File: src/rtl/mem_port_arbiter.sv
// mem_port_arbiter
//   Shares one synchronous read/write port of the CR16 data memory between
//   requester 0 (CPU data path) and requester 1 (auxiliary master).
//   Arbitration is round-robin with a bounded burst length. Each requester
//   gets its own read-valid strobe aligned to the memory's 1-cycle read latency.
//
// Handshake: a requester raises reqN (with weN/addrN/wdataN) and holds them
//   stable until it sees gntN high in the same cycle. That cycle the access is
//   presented to the memory. A read granted in cycle C returns rvalidN=1 and
//   rdataN in cycle C+1. There is no queuing and no backpressure on rvalid.
//
// Ports:
//   clk, rst_n              clock (rising edge), async active-low reset
//   req0/1, we0/1           access request, write(1)/read(0)
//   addr0/1, wdata0/1       word address, write data
//   gnt0/1                  access accepted this cycle (combinational)
//   rvalid0/1, rdata0/1     read data return, one cycle after grant
//   mem_wr_en, mem_addr,    memory port controls driven by the granted
//   mem_wr_data             requester (all zero when idle)
//   mem_rd_data             registered memory read data
module mem_port_arbiter #(
  parameter int DATA_WIDTH = 16,
  parameter int ADDR_WIDTH = 10,
  parameter int MAX_BURST  = 4
) (
  input  logic                  clk,
  input  logic                  rst_n,
  input  logic                  req0,
  input  logic                  req1,
  input  logic                  we0,
  input  logic                  we1,
  input  logic [ADDR_WIDTH-1:0] addr0,
  input  logic [ADDR_WIDTH-1:0] addr1,
  input  logic [DATA_WIDTH-1:0] wdata0,
  input  logic [DATA_WIDTH-1:0] wdata1,
  output logic                  gnt0,
  output logic                  gnt1,
  output logic                  rvalid0,
  output logic                  rvalid1,
  output logic [DATA_WIDTH-1:0] rdata0,
  output logic [DATA_WIDTH-1:0] rdata1,
  output logic                  mem_wr_en,
  output logic [ADDR_WIDTH-1:0] mem_addr,
  output logic [DATA_WIDTH-1:0] mem_wr_data,
  input  logic [DATA_WIDTH-1:0] mem_rd_data
);

  localparam logic [3:0] MAX_B = 4'(MAX_BURST);

  typedef enum logic [1:0] {
    OWN_NONE = 2'd0,
    OWN_R0   = 2'd1,
    OWN_R1   = 2'd2
  } owner_e;

  owner_e     owner_q, owner_d;
  logic       last_q, last_d;      // 0 = R0 granted most recently, 1 = R1
  logic [3:0] beats_q, beats_d;
  logic       rv0_q, rv0_d;
  logic       rv1_q, rv1_d;
  logic       g0, g1;

  // Grant decision. Gated by rst_n so nothing is granted while reset is held.
  always_comb begin
    g0 = 1'b0;
    g1 = 1'b0;
    if (rst_n) begin
      case ({req0, req1})
        2'b10: g0 = 1'b1;
        2'b01: g1 = 1'b1;
        2'b11: begin
          case (owner_q)
            OWN_R0: begin
              if (beats_q < MAX_B) g0 = 1'b1;
              else                 g1 = 1'b1;
            end
            OWN_R1: begin
              if (beats_q < MAX_B) g1 = 1'b1;
              else                 g0 = 1'b1;
            end
            default: begin
              // Idle last cycle: the requester not served most recently wins.
              if (last_q) g0 = 1'b1;
              else        g1 = 1'b1;
            end
          endcase
        end
        default: ;
      endcase
    end
  end

  // Next-state for ownership, burst counter and read-valid flags.
  always_comb begin
    owner_d = owner_q;
    beats_d = beats_q;
    last_d  = last_q;
    rv0_d   = g0 & ~we0;
    rv1_d   = g1 & ~we1;
    if (g0) begin
      last_d = 1'b0;
      if (owner_q == OWN_R0) begin
        beats_d = (beats_q >= MAX_B) ? MAX_B : beats_q + 4'd1;
      end else begin
        owner_d = OWN_R0;
        beats_d = 4'd1;
      end
    end else if (g1) begin
      last_d = 1'b1;
      if (owner_q == OWN_R1) begin
        beats_d = (beats_q >= MAX_B) ? MAX_B : beats_q + 4'd1;
      end else begin
        owner_d = OWN_R1;
        beats_d = 4'd1;
      end
    end else begin
      owner_d = OWN_NONE;
      beats_d = 4'd0;
    end
  end

  always_ff @(posedge clk or negedge rst_n) begin
    if (!rst_n) begin
      owner_q <= OWN_NONE;
      last_q  <= 1'b1;
      beats_q <= 4'd0;
      rv0_q   <= 1'b0;
      rv1_q   <= 1'b0;
    end else begin
      owner_q <= owner_d;
      last_q  <= last_d;
      beats_q <= beats_d;
      rv0_q   <= rv0_d;
      rv1_q   <= rv1_d;
    end
  end

  // Memory port mux: granted requester drives the port, zeros when idle.
  always_comb begin
    mem_wr_en   = 1'b0;
    mem_addr    = '0;
    mem_wr_data = '0;
    if (g0) begin
      mem_wr_en   = we0;
      mem_addr    = addr0;
      mem_wr_data = wdata0;
    end else if (g1) begin
      mem_wr_en   = we1;
      mem_addr    = addr1;
      mem_wr_data = wdata1;
    end
  end

  assign gnt0    = g0;
  assign gnt1    = g1;
  assign rvalid0 = rv0_q;
  assign rvalid1 = rv1_q;
  // Memory echoes write data on mem_rd_data; only read-valid cycles pass it on.
  assign rdata0  = rv0_q ? mem_rd_data : '0;
  assign rdata1  = rv1_q ? mem_rd_data : '0;

endmodule

File: config.mk
export PLATFORM = sky130hd
export DESIGN_NAME = mem_port_arbiter
export DESIGN_NICKNAME = d
export VERILOG_FILES = /design/src/rtl/mem_port_arbiter.sv
export SDC_FILE = /design/constraint.sdc
export NUM_CORES = 1
export LEC_CHECK = 0
export ABC_CLOCK_PERIOD_IN_PS = 2200
export CAP_MARGIN = 10
export CORE_ASPECT_RATIO = 0.75
export CORE_MARGIN = 5
export CORE_UTILIZATION = 23
export DETAILED_ROUTE_END_ITERATION = 8
export PLACE_DENSITY = 0.77
export SLEW_MARGIN = 10
export SYNTH_ARGS = -nofsm -noshare
export SYNTH_HDL_FRONTEND = slang
export SYNTH_SLANG_ARGS = --single-unit
File: constraint.sdc
create_clock -name clk -period 2.2 [get_ports clk]
set_clock_uncertainty 0.05 [all_clocks]
set_input_delay 0.22 -clock clk [delete_from_list [all_inputs] [get_ports clk]]
set_output_delay 0.22 -clock clk [all_outputs]
set_load 0.03 [all_outputs]
==> reports/metrics.cfg, run 1 <==
[outcome]
status = finished with violations
violations = negative setup slack

[pwr]
leakage_nw = 1.37
power.density_nw_per_um2 = 465
ir_worst_vdd_v = 0.000381

[layout]
diodes = 0
syn_to_final_growth_pct = 187
drive_gt1_share_pct = 32.4
final_cell_area_um2 = 3060
nFillCells = 332
layout_commonest_cell = clkdlybuf4s50_1
final_nets = 353
final_cell_mix = 107 x clkdlybuf4s50_1, 34 x and2_1, 28 x buf_6

[die]
die-width_um = 88.6
die_y_um = 69.0
die_area_um2 = 6110
ioPinCount = 137
core_area_um2 = 4470
rows = 21
initial_core_util_pct = 23.9

[clock_network]
cts.clk_slew.worst_paths_ns = 0.04
htree_levels = 1
ctsHoldBuffers = 0
clk_path_buf_depth = 2
worstSkewPairLatency_ns = 0.23
cts_tree = yes
numCtsBuffers = 3
clock-root-buffer = clkbuf_8
cts.sinks = 9

[timing]
period_share_pct = 116
finalSetupTns_ns = -8.61
fmax_mhz = 391
setup_viol = 28
min_period_ns = 2.56
drv_slew = 0
fin_ws_ns = -0.355
rsz0062_at_grt = yes
final_hold_viol_count = 0

[worst_setup_path]
cp-start-kind = register
worstPathRequired_ns = 1.93
critPathLaunch = owner_q[0]$_DFFE_PN0P_
crit_path_max_fanout = 7
critPathArrivalTime_ns = 2.29
crit_type = reg2out
reg2reg_from = owner_q[0]$_DFFE_PN0P_
endpoint_kind = output pin

[synth]
ys_ff_latch = 9
avgSynthCellArea_um2 = 8.60
synth_cell_types = 32
ys_top_cells_by_area = a22o_1 22%, and2_1 21%, dfrtp_1 19%, buf_6 6.3%, ha_1 3.5%
yosysWarningCount = 0
netlist_area_um2 = 1070
synth_top_area_share_pct = 22.2
synth_nets = 201
synth_seq_area_share_pct = 21.2
syn_inst = 124
synth_top_area_cell = a22o_1

[route]
wirelength_um = 5520
postRouteAntennaNets = 0
wl_per_cell_um = 16.6
dr.pass1.iters = 4
drc = 0
drtIter0Drc = 23
vias = 1551
routed_via_density = 4.67

[run]
max-cap-violations = 0

[global_routing]
grt_usage_pct = 15.8
overflow = 0
antenna_found_initial = 0
grt_pass1_wl_um = 7490
grt_pass1_vias = 1498
grt_max_degree = 18

[hold_path]
hold_path.class = in2async

[placed_design]
place_congestion = 0.889
dp_slack_ns = -0.161
port-buffer-count = 136
dpl-instance-area_um2 = 2750
dpl.hpwl_um = 4480

## critical path: stages (launching register included)
cell      delay, ns
dfrtp_1        0.43
inv_2          0.09
ha_4           0.20
or4b_4         0.49
o311ai_4       0.10
and2_4         0.28
buf_12         0.15
a22o_1         0.17
buf_6          0.14
## cell usage after synthesis
cell,n
and2_1,36
a22o_1,27
dfrtp_1,8
buf_6,6
inv_1,6
o21ai_0,4
a31oi_1,3
ha_1,3
o22a_1,3
and3_1,2
clkbuf_1,2
nand2_1,2
o211a_1,2
or4b_1,2
a21boi_0,1
a21oi_1,1
a22oi_1,1
a311oi_1,1
and2b_1,1
and3b_1,1
buf_4,1
conb_1,1
dfstp_2,1
nand3b_1,1
nor2_1,1
nor2b_1,1
o211ai_1,1
o221ai_1,1
o22ai_1,1
o311ai_1,1
or2_2,1
or3_1,1
## path summary, 6_finish.rpt
kind                                                to  slack [ns]  cells after the start
worst max-delay path                         mem_wr_en       -0.36                      8
worst min-delay path              beats_q[3]$_DFF_PN0_        0.29                      2
worst max register to register  owner_q[1]$_DFFE_PN0P_        0.08                      9
worst min register to register      last_q$_DFFE_PN1P_        0.50                      2
max in group asynchronous           last_q$_DFFE_PN1P_        1.62                      2
min in group clk                    last_q$_DFFE_PN1P_        0.50                      2
## logic make-up after synthesis
family                     share of synthesized area (%)
AOI/OAI and AO/OA                                   35.8
adders and majority gates                           3.52
buffers and inverters                               9.86
DFF                                                 21.2
other                                              0.352
and+or+nand+nor                                     29.2
## sequential cells by signal, indices dropped and copies added, names as in the netlist
signal and flops:
last_q 1, rvalid1 1, owner_q 2, beats_q 4, rvalid0 1
## power by group
| group | total, mW | internal [mW] | switching (mW) |
|---|---|---|---|
| logic | 1.01 | 0.557 | 0.449 |
| registers | 0.224 | 0.192 | 0.0319 |
| clock network | 0.192 | 0.126 | 0.0656 |
| total | 1.42 | 0.875 | 0.546 |
## routing by layer
layer / vias up / track usage [%] / wire, um
li1: 767 / - / -
met1: 701 / 18.5 / 2070
met2: 81 / 28.0 / 2820
met3: 2 / 6.29 / 618
met4: 0 / 2.26 / 16
met5: - / 0 / 0
## metrics by stage
stage | power [mW] | cells | utilization [%] | hold WS (ns)
after floorplan | 0.706 | 124 | - | -0.126
after global placement | 1.09 | 321 | 61.5 | 0.466
after detailed placement | 1.10 | 321 | 61.5 | 0.472
after CTS | 1.37 | 328 | 66.1 | 0.286
after global routing | 1.49 | 332 | 68.4 | 0.320
final | 1.42 | 332 | 68.4 | 0.290
## cell type report
class | instances | area (um2) | share of cell area [%]
inverter | 6 | 22.5 | 0.737
tap | 57 | 71.3 | 2.33
multi-input combinational | 100 | 1030 | 33.7
timing repair buffer | 156 | 1660 | 54.4
clock buffer | 4 | 45.0 | 1.47
sequential | 9 | 226 | 7.41
## repair_timing
action,in CTS,in global routing
setup endpoints to repair,28,28
gates cloned,1,2
gates resized for setup,35,7
setup buffers,2,2
pin swaps,1,24
No activity file was read; power rests on OpenSTA's default activity.
==> run 2, diff against run 1 <==
Settings changed: CAP_MARGIN 10 to not set.
==> results of run 2 <==
Same layout as run 1: the final DEF is identical, and so are final timing and power.
